[config.mk]
export PLATFORM = sky130hd
export DESIGN_NAME = fifo_stream_reader
export DESIGN_NICKNAME = d
export VERILOG_FILES = /design/src/rtl/fifo_stream_reader.sv
export SDC_FILE = /design/constraint.sdc
export NUM_CORES = 1
export LEC_CHECK = 0
export ABC_AREA = 0
export BUFFER_PORTS_ARGS = -buffer_cell sky130_fd_sc_hd__buf_2
export CORE_MARGIN = 3
export CORE_UTILIZATION = 55
export DETAILED_ROUTE_END_ITERATION = 10
export GPL_TIMING_DRIVEN = 0
export PLACE_DENSITY = 0.81
export SYNTH_ARGS = -nofsm -noshare
export SYNTH_HDL_FRONTEND = slang
export SYNTH_SLANG_ARGS = --single-unit
[constraint.sdc]
create_clock -name clk -period 3.05 [get_ports clk]
set_clock_uncertainty 0.05 [all_clocks]
set_input_delay 0.4575 -clock clk [delete_from_list [all_inputs] [get_ports clk]]
set_output_delay 0.4575 -clock clk [all_outputs]
set_load 0.1 [all_outputs]
[src/rtl/fifo_stream_reader.sv]
// Drains a registered-read FIFO into a valid/ready stream through a 3-entry skid buffer,
// counting every delivered word.
module fifo_stream_reader #(
  parameter int DSIZE      = 32,
  parameter int COUNT_SIZE = 32
) (
  input  logic                  clk,
  input  logic                  reset,
  input  logic                  enable,
  output logic                  fifo_read,
  input  logic                  fifo_empty,
  input  logic [DSIZE-1:0]      fifo_data,
  output logic [DSIZE-1:0]      out_data,
  output logic                  out_valid,
  input  logic                  out_ready,
  output logic                  busy,
  output logic [COUNT_SIZE-1:0] word_count
);

  logic [1:0]            r_occ;
  logic [1:0]            r_head;
  logic [1:0]            r_tail;
  logic                  r_inflight;
  logic [COUNT_SIZE-1:0] r_word_count;
  logic [DSIZE-1:0]      r_buf [0:2];

  logic [2:0]            w_pending;
  logic                  w_valid;
  logic                  w_pop;

  function automatic logic [1:0] next_ptr(input logic [1:0] p);
    return (p == 2'd2) ? 2'd0 : p + 2'd1;
  endfunction

  // Reserve a slot for every outstanding read so a landing word always has room.
  always_comb begin
    w_pending = {1'b0, r_occ} + {2'b00, r_inflight};
    fifo_read = !reset && enable && !fifo_empty && (w_pending < 3'd3);
    w_valid   = (r_occ != 2'd0);
    w_pop     = w_valid && out_ready;
    out_valid = w_valid;
    out_data  = w_valid ? r_buf[r_head] : '0;
    busy      = w_valid || r_inflight;
    word_count = r_word_count;
  end

  always_ff @(posedge clk or posedge reset) begin
    if (reset) begin
      r_occ        <= 2'd0;
      r_head       <= 2'd0;
      r_tail       <= 2'd0;
      r_inflight   <= 1'b0;
      r_word_count <= '0;
    end else begin
      r_inflight <= fifo_read;
      if (r_inflight) begin
        r_tail <= next_ptr(r_tail);
      end
      if (w_pop) begin
        r_head       <= next_ptr(r_head);
        r_word_count <= r_word_count + COUNT_SIZE'(1);
      end
      r_occ <= r_occ + {1'b0, r_inflight} - {1'b0, w_pop};
    end
  end

  // Data storage carries no reset; out_data is masked by occupancy instead.
  always_ff @(posedge clk) begin
    if (r_inflight) begin
      r_buf[r_tail] <= fifo_data;
    end
  end

endmodule
### Word-level counts from Yosys, hierarchy flattened

Memory sizes are Yosys's and may differ from the RTL's.
Cells that the tools add are included.

* bits in registers: 39
* RAM bits: 96
* logic and storage cells: 28
* memories kept: 1

* add/subtract/negate cells: 6
* magnitude comparators: 1
* eq/ne operators: 2
* mux-type cells: 5
* reductions and logical operators: 8

Memory list
* r_buf: words 3, width 32, read ports 1, clocked after memory_dff 0, write ports 1, line 25 `logic [DSIZE-1:0] r_buf [0:2];`

Operator list (number)
* $add A32 B1 Y32 const B: 1
* $mux W32: 1
* $add A2 B1 Y2 const B: 2
* $eq A2 B2 Y1 const B: 2
* $logic_and A1 B1 Y1: 4
* $mux W2: 2
* $add A2 B1 Y3: 1
* $lt A3 B2 Y1 const B: 1
* $add A2 B1 Y2: 1
* $logic_not A1 Y1: 2
* $mux W1: 2
* $reduce_bool A2 Y1: 1
* $sub A2 B1 Y2: 1
* $logic_or A1 B1 Y1: 1

### Longest topological paths before layout

Gate-level depths: netlist of run 1.

* depth in word-level cells: 4
* depth in mapped cells: 8

### Least setup slack after synthesis of run 1

Ideal clock, no wire load.

* path type: input port to output port
* start: in reset
* end: out fifo_read
* data arrival time: 2970 ps
* required time: 2542 ps
* path slack: -428 ps
* stages: 3
* path buffers: 0
* cell sequence: inv_1 -> nand3_1 -> a21oi_1

* word-level cells in the longest chain between the ends: 4

Ends and longest elaborated chain
* from (decl): line 8 `input logic reset,`
* $logic_not A1 Y1 (no source line)
* $logic_and A1 B1 Y1 (3 in series): line 38 `fifo_read = !reset && enable && !fifo_empty && (w_pending < 3'd3);`
* to (decl): line 10 `output logic fifo_read,`

No other way between the ends.

### Worst setup path after layout of run 1

* start: reg r_head[0]
* end: out out_data[22]

* word-level cells in the longest chain between the ends: 2

Ends and longest elaborated chain
* from (decl): line 21 `logic [1:0] r_head;`
* from (signal assigned): line 60 `r_head <= next_ptr(r_head);`
* $mem_v2 Z3 W32
* $mux W32: line 42 `out_data = w_valid ? r_buf[r_head] : '0;`
* to (decl): line 13 `output logic [DSIZE-1:0] out_data,`

No other way between the ends.

==> results of run 1 <==
## layout make-up
class / instances / share of cell area, %
well taps: 129 / 2.353
clock buffers: 18 / 6.092
repair buffers: 105 / 8.280
flip-flops and latches: 135 / 56.25
plain buffers: 19 / 1.258
clock inverters: 14 / 2.517
inverters: 10 / 0.5471
multi-input cells: 242 / 22.71
## logic make-up (layout without fill, tap and decap cells)
| family | Yosys count | after routing | share of synthesized area, % |
|---|---|---|---|
| buffers and inverters | 29 | 166 | 2.177 |
| AOI/OAI and AO/OA | 36 | 36 | 3.357 |
| muxes | 33 | 33 | 6.010 |
| and+or+nand+nor | 135 | 135 | 12.13 |
| xor gates and xnor gates | 33 | 33 | 5.239 |
| adders and majority gates | 5 | 5 | 1.134 |
| DFF | 135 | 135 | 69.95 |
## layout by cell type (no fill, tap or decap), drive strengths merged
cell type  count
clkinvlp       2
buf          107
or2            2
nor2          73
bufinv         3
clkinv         5
o21ai          1
dfrtp         39
nand2b         1
edfxtp        96
nand2         16
nand4         10
ha             5
nor3           9
mux2           1
inv           14
xor2          14
clkbuf        35
nor3b          1
nand3          9
a21o           2
and4           2
nor4           6
or4            3
xnor2         19
mux2i         32
and3           3
a21oi         33
## sequential cells by signal, summed over array words and instances, names as in the netlist
register and count:
r_inflight 1, r_occ 2, r_tail 2, word_count 32
r_head 2, r_buf 96
## critical path, cell delays in order, from the launching register on
cell      delay, ns
dfrtp_1        0.32
clkbuf_1       0.32
buf_2          0.41
mux2i_1        0.22
nor2_1         0.05
a21oi_1        0.19
nor2_1         0.07
buf_2          0.31
## stage by stage
stage | std cells | hold slack, ns | instance area, sq um
global placement | 638 | 0.4081 | 6197
global route | 672 | 0.07837 | 6860
floorplan | 406 | 0.4099 | 5520
CTS | 672 | 0.07052 | 6844
finish | 672 | 0.05863 | 6860
detailed placement | 640 | 0.4027 | 6254
## Yosys cell counts
cell	instances
edfxtp_1	96
nor2_1	73
dfrtp_1	39
a21oi_1	33
mux2i_1	32
xnor2_1	19
nand2_1	16
xor2_1	14
clkbuf_1	12
inv_1	10
nand3_1	9
nor3_1	9
nand4_1	8
buf_2	6
ha_1	5
and3_1	3
or4_1	3
a21o_1	2
and4_1	2
nand4_2	2
nor4_1	2
nor4_2	2
nor4_4	2
buf_4	1
mux2_2	1
nand2b_1	1
nor3b_2	1
o21ai_1	1
or2_1	1
or2_2	1
## per-layer routing
layer  vias to the layer above  part of all wire (%)
met2                       117                    49
li1                       1696                     -
met1                      1695                    43
met4                         0                   1.6
met5                         -                     0
met3                        17                   6.3
## path summary, 6_finish.rpt
check | startpoint | endpoint | slack [ns] | cells after the start
worst max-delay path | r_head[0] | out_data[22] | 0.15 | 7
worst min-delay path | reset | word_count[22] | 0.06 | 2
worst max register to register | r_occ[1] | r_occ[1] | 0.76 | 8
worst min register to register | word_count[31] | word_count[31] | 0.42 | 1
max in group asynchronous | reset | word_count[3] | 2.37 | 2
min in group clk | fifo_data[26] | r_buf[0][26] | 0.10 | 1
## timing repair
action,in CTS,in global routing
setup endpoints to repair,0,13
endpoints found under the hold margin,0,0
gates resized for setup,0,11
==> metrics, run 1 <==
worst-margin pin slew 0.8268 ns; Crit Path Class register to primary output; area leader, netlist edfxtp_1; Synth Register Bits 135; layout net count roughly 570; GRT Max-Usage Layer met2; Die H roughly 110 um; Clk pin slew, worst setup/hold paths around 0.060 ns; Warnings, synthesis 0; routability cong. 0.8317; CTS Buffer Depth 2; Sequential cell area 3859 sq um; hold_buf cts 0; final wirelength 11.03 mm; critical path arrival about 2.4 ns; Synth area leaders edfxtp_1 52%, dfrtp_1 18%, mux2i_1 5.8%, nor2_1 5.0%, xnor2_1 3.0%; layout cells sized above 1 a little under 30%; GR Layer Usage met3 under 10%; Via density 5.246; Mean Syn Cell Area 13.59 sq um; CTS tree yes; Max-cap violations 0; Final Core Density 72.19%; GRT met1 Usage a little over a quarter; remaining antenna violation count 0; Setup TNS 0 ns; CP max FO 10; CTS root buf clkbuf_8; post-route setup slack approximately 0.15 ns; global-route wire length before repair 18.08 mm; drt first pass iters 5; RSZ-0062 raised after global routing no; clock sink count 135; Area Growth Syn to Fin 24.36%; Max Clock Freq 345.2 MHz; antenna cells 0; CTS buffer count 17; mapped cell area 5517 sq um; fin crit period 2.897 ns; pre-CTS setup slack 0.4796 ns; Tcrit/Tclk final 94.97%; Initial Util between 50 and 60%; fill cell count 641; normalized max-slew margin about 45%; Port Buffers 103; status finished clean; Final Hold Fails 0; I/O pins 104; Worst setup EP type primary output; Post CTS Setup Buffer Count 0; antenna violations before repair 0; largest net degree at the start of global routing between 40 and 50; syn nets roughly 450; post-synthesis cell type count 30; multi-input logic area 1558 sq um; via count 3525; register area share after synthesis 69.95%; CTS H-tree lvls 4; die area 11270 sq um; post-DP HPWL 7.130 mm; max-slew violations 0; Iter 0 DRT Violations about 230; top cell type's share of synthesized area 52.26%; worst hold path class input port to asynchronous set/reset pin; CP startpoint kind register; number of global-route vias before repair 3688; global route overflow 0; site row count 35; clk_lat worst skew 0.50 ns; count of final setup violators 0; DR WL/cell 16.41 um; synthesized instance count 406; # DRC 0; CP required 2.54 ns; GRT met2 Usage between 30% and 40%; core area 9503 sq um; Die W 106.2 um; gr usage total 20.81%
Power of run 1 is left out: the tool's default activity adds up to more than one toggle a clock period on the data nets, which glitch-free logic cannot reach.
==> inputs of run 2 (changes only) <==
ABC_AREA = 1   (was 0)
CORE_UTILIZATION = 56   (was 55)
PLACE_DENSITY = 0.82   (was 0.81)
==> run 2 against run 1 <==
Effect of this change:
- first-iteration DRC count increased by 55%
- fmax is 0.53% higher
- cell area up 6.2%
- die area up 4.4%
- sequential share of layout area decreased by 3.3 points
- area after synthesis increased by 6.6%
- critical path depth is 3 higher
- utilization rose by 0.66 points
- highest routed layer unchanged
==> metrics, run 2 <==
Synth area leaders edfxtp_1 49%, dfrtp_1 17%, nand2_1 10%, nand3_1 6.4%, inv_1 3.6%; post-route setup slack 0.1686 ns (+0.01535 ns); RSZ-0062 raised after global routing no; gr usage total 24.67% (+3.9 points); CTS root buf clkbuf_8; clock sink count 135 (unchanged); Max-cap violations 0 (unchanged); pre-CTS setup slack 0.3151 ns (-0.1645 ns); Max Clock Freq 347.1 MHz (+0.53%); hold_buf cts 0 (unchanged); Post CTS Setup Buffer Count 0 (unchanged); fin crit period 2.881 ns (-0.01535 ns); final wirelength 13.53 mm (+23%); register area share after synthesis 65.60% (-4.3 points); mapped cell area 5882 sq um (+6.6%); R2R depth 4 (-4); number of synthesized flops with an enable pin 96 (unchanged); CTS buffer count 17 (unchanged); antenna cells 0 (unchanged); core area 10000 sq um (+5.2%); Worst setup EP type primary output; Warnings, synthesis 0 (unchanged); drt first pass iters 7 (+2); clk_lat worst skew 0.52 ns (+0.02 ns); top cells by count, synth 157 x nand2_1, 96 x edfxtp_1, 75 x nand3_1; worst-margin pin slew 0.9104 ns (+0.08355 ns); # DRC 0 (unchanged); Largest Register r_buf; Tcrit/Tclk final 94.47% (-0.50 points); commonest non-fill, non-tap cells in the layout 157 x nand2_1, 110 x buf_2, 96 x edfxtp_1; critical path arrival 2.37 ns (-0.02 ns); CTS tree yes; Async SR Flop Fraction 28.89% (unchanged); post-synthesis cell type count 31 (+3.3%); routability cong. 0.8771 (+5.5%); number of global-route vias before repair 4596 (+25%); Area Growth Syn to Fin 23.85%; status finished clean; synthesized instance count 547 (+35%); Iter 0 DRT Violations 356 (+55%); max-slew violations 0 (unchanged); DR WL/cell 16.40 um (about the same); CP required 2.54 ns (about the same); top cell type's share of synthesized area 49.01% (-3.2 points); largest net degree at the start of global routing 41 (unchanged); area leader, netlist edfxtp_1; count of final setup violators 0 (unchanged); worst hold path class input port to asynchronous set/reset pin; Initial Util 58.82% (+0.77 points); max FFs per register 96 (unchanged); Die W 108.5 um (+2.2%); I/O pins 104 (unchanged); antenna violations before repair 0 (unchanged); CTS H-tree lvls 4 (unchanged); post-DP HPWL 9.399 mm (+32%); layout net count 721 (+26%); CP max FO 10 (unchanged); post-cts sizing count 0 (unchanged); via count 4434 (+26%); site row count 36 (+2.9%); die area 11770 sq um (+4.4%); remaining antenna violation count 0 (unchanged); CP startpoint kind register; CTS Buffer Depth 2 (unchanged); Final Hold Fails 0 (unchanged); top-count cell post-synth nand2_1; Die H 108.5 um (+2.2%); main flop type after synthesis edfxtp_1; hold_ws 0.04311 ns (-0.01552 ns); normalized max-slew margin 38.98% (-5.9 points); Crit Path Class register to primary output; global-route wire length before repair 21.80 mm (+21%); Port Buffers 103 (unchanged); global route overflow 0 (unchanged); Clk pin slew, worst setup/hold paths 0.06 ns (about the same); fill cell count 677 (+5.6%); Final Core Density 72.85% (+0.66 points); Via density 5.375 (+2.5%); Synth Register Bits 135 (unchanged); layout cells sized above 1 27.02% (-2.4 points); Mean Syn Cell Area 10.75 sq um (-21%); commonest non-fill, non-tap cell in the layout nand2_1; syn nets 589 (+31%)
==> run 2: final timing paths <==
path	from	end	slack, ns
min in group clk	fifo_empty	r_inflight	0.06
worst min register to register	r_inflight	r_tail[0]	0.46
worst min-delay path	reset	word_count[30]	0.04
worst max register to register	r_inflight	r_buf[1][8]	1.09
max in group asynchronous	reset	word_count[15]	2.43
worst max-delay path	r_head[1]	out_data[13]	0.17
==> run 2: metal layers <==
layer | vias up | global-route usage, % | part of all wire (%)
li1 | 2072 | - | -
met1 | 2135 | 28.83 | 38
met2 | 195 | 42.89 | 52
met3 | 32 | 6.209 | 6.9
met4 | 0 | 11.09 | 2.4
met5 | - | 0 | 0
==> run 2: per-stage QoR <==
step / TNS [ns] / instances / cell area, sq um
final: 0 / 825 / 7284
after global routing: 0 / 825 / 7284
after CTS: 0 / 825 / 7284
after detailed placement: 0 / 793 / 6718
after global placement: -149.41 / 783 / 6586
after floorplan: -15.69 / 547 / 5904
==> run 2: cells by family after synthesis <==
family                     Yosys count  synth area share (%)
and+or+nand+nor                    296                 23.55
xor gates and xnor gates            26                 3.872
buffers and inverters               79                 5.254
adders and majority gates            5                 1.064
AOI/OAI and AO/OA                    6                0.6593
DFF                                135                 65.60
==> run 2: critical path: stages (launching register included) <==
cell and delay, ns:
dfrtp_1 0.36, buf_2 0.16, inv_2 0.13, nand2_1 0.08, inv_2 0.11, buf_2 0.25
nand2_1 0.10, nand3_1 0.09, nand2_1 0.06, inv_1 0.08, buf_2 0.42
==> run 2: layout make-up <==
class	instances	area, sq um	share of cell area, %
plain buffers	17	76.32	1.048
clock buffers	17	414.1	5.685
repair buffers	113	631.9	8.674
well taps	133	166.4	2.284
inverters	62	236.5	3.246
multi-input cells	333	1748	24.00
flip-flops and latches	135	3859	52.97
clock inverters	15	152.6	2.095
Power of run 2 is left out for the same reason.
==> inputs of run 3 (changes only) <==
CORE_UTILIZATION = 50   (was 56)
GPL_TIMING_DRIVEN = default   (was 0)
PLACE_DENSITY = 0.77   (was 0.82)
clock period = 2.4 ns   (was 3.05 ns; I/O delays follow)
==> run 3 against run 2 <==
Effect of this change:
- critical path depth is 6 lower
- via count is 4.9% lower
- wire length is 8.8% lower
- global-route usage is 5.1 points lower
- non-clock buffer count is 16 lower
- first-iteration DRC count is 26% lower
- worst setup slack worse by 0.074 ns
==> metrics, run 3 (synthesis gave the netlist of run 2 again) <==
die area 13100 sq um (+11%); remaining antenna violation count 0 (unchanged); number of global-route vias before repair 4311 (-6.2%); fin crit period approximately 2.3 ns; Clk pin slew, worst setup/hold paths 0.06 ns (about the same); RSZ-0062 raised after global routing no; Post-Route M1 WL 5.130 mm (-0.98%); # DRC 0 (unchanged); multi-input logic area 1765 sq um (+1.0%); site row count 38 (+5.6%); CP startpoint kind register; critical-path cell list ha_2, ha_4, a2111oi_4, buf_12; clock sink count 135 (unchanged); layout cells sized above 1 27.51% (+0.49 points); DR WL/cell 15.10 um (-7.9%); global route overflow 0 (unchanged); Port Buffers 103 (unchanged); worst hold path class input port to asynchronous set/reset pin; Crit Path Class register to primary output; met3 wire len 843 um (-10%); post-route setup slack 0.09492 ns (-0.07372 ns); Final Hold Fails 0 (unchanged); Die H 114.5 um (+5.5%); clk_lat worst skew 0.40 ns (-0.12 ns); pre-CTS setup slack 0.3978 ns (+0.08270 ns); met2 wire len 6.297 mm (-11%); R2R depth 6 (+2); Worst setup EP type primary output; Max stage delay on crit path 0.42 ns (about the same); Initial Util 52.64% (-6.2 points); Largest Register r_buf; r2r endpoint r_occ[1]; status finished clean; post-DP HPWL 7.973 mm (-15%); fin area 7782 sq um (+6.8%); count of final setup violators 0 (unchanged); layout net count 705 (-2.2%); critical path arrival 1.90 ns (-0.47 ns); global-route wire length before repair 19.99 mm (-8.3%); CTS tree yes; largest net degree at the start of global routing 40 (-2.4%); normalized max-slew margin 66.01% (+27 points); final wirelength 12.34 mm (-8.8%); max layer used met5; fill cell count 781 (+15%); via count 4216 (-4.9%); drt first pass iters 5 (-2); placed inst area 7134 sq um (+6.2%); core area 11170 sq um (+12%); CTS root buf clkbuf_16; Max-cap violations 0 (unchanged); CP max FO 3 (-7); antenna violations before repair 2 (+2); routability cong. 0.8803 (+0.36%); I/O pins 104 (unchanged); Crit-path slowest cell a2111oi_4; CTS H-tree lvls 4 (unchanged); Tcrit/Tclk final a little over nine tenths; Max Clock Freq about 430 MHz; CTS buffer count 17 (unchanged); CTS Buffer Depth 2 (unchanged); Iter 0 DRT Violations 264 (-26%); FF-to-FF setup slack 0.76 ns (-0.33 ns); Via density 5.160 (-4.0%); max FFs per register 96 (unchanged); Sequential cell area 3859 sq um (unchanged); worst r2r src r_occ[1]; Area Growth Syn to Fin 32.31%; CP required 1.99 ns (-0.55 ns); worst-margin pin slew 0.5099 ns (-0.4005 ns); Die W 114.5 um (+5.5%); gr usage total 19.61% (-5.1 points); max-slew violations 0 (unchanged); hold_buf cts 0 (unchanged); commonest non-fill, non-tap cell in the layout nand2_1; commonest non-fill, non-tap cells in the layout 156 x nand2_1, 96 x edfxtp_1, 75 x nand3_1
-- run 3: cell types whose count changed in the layout (fill, tap and decap cells not counted), sizes merged --
cell,before,now
clkbuf,26,17
buf,121,114
clkinv,8,2
inv,64,67
clkinvlp,3,5
bufinv,2,3
diode,0,1
-- run 3: critical path, delay by kind of cell, from the launching register on --
kind | cells | cell delay, ns
buf+inv | 1 | 0.22
flops | 1 | 0.41
compound gates | 1 | 0.42
fa+ha+maj | 2 | 0.43
-- run 3: repair_timing --
action                                  in CTS  in global routing
endpoints found under the hold margin        0                  0
endpoints found under the setup margin       1                 26
gates cloned                                 0                  0
gates resized for setup                      0                  5
buffers inserted                             0                  1
pin swaps                                    1                  1
-- run 3: worst max path at each step --
stage                          start     endpoint  slack [ns]  depth (start not counted)
final                       r_occ[0]    fifo_read        0.09                          4
after floorplan           r_inflight  r_buf[2][0]       -0.81                          2
after global routing        r_occ[0]    fifo_read       0.006                          4
after global placement      r_occ[0]    fifo_read        0.46                          4
after CTS                   r_occ[0]    fifo_read        0.01                          4
after detailed placement    r_occ[0]    fifo_read        0.40                          4
-- run 3: per-stage QoR --
step           hold WS, ns  utilization, %  std cells  TNS [ns]
6_report           0.06039           69.65        817         0
5_1_grt            0.07711           69.63        816         0
4_1_cts            0.06362           69.37        815         0
3_5_place_dp        0.4430           63.85        783         0
3_3_place_gp        0.4380           63.85        783         0
2_1_floorplan       0.2904               -        547    -79.59
-- run 3: area by class of cell --
| cell class | count | area share (%) |
|---|---|---|
| inverter | 62 | 3.119 |
| antenna | 1 | 0.03215 |
| multi-input combinational | 333 | 22.68 |
| sequential | 135 | 49.58 |
| clock inverter | 15 | 2.460 |
| clock buffer | 17 | 5.466 |
| tap | 140 | 2.251 |
| timing repair buffer | 114 | 14.41 |
-- run 3: layer usage --
| metal | global-route usage [%] | vias up |
|---|---|---|
| li1 | - | 2036 |
| met1 | 24.61 | 2016 |
| met2 | 32.44 | 152 |
| met3 | 4.493 | 8 |
| met4 | 8.947 | 4 |
| met5 | 0 | - |
Power of run 3 is left out for the same reason.
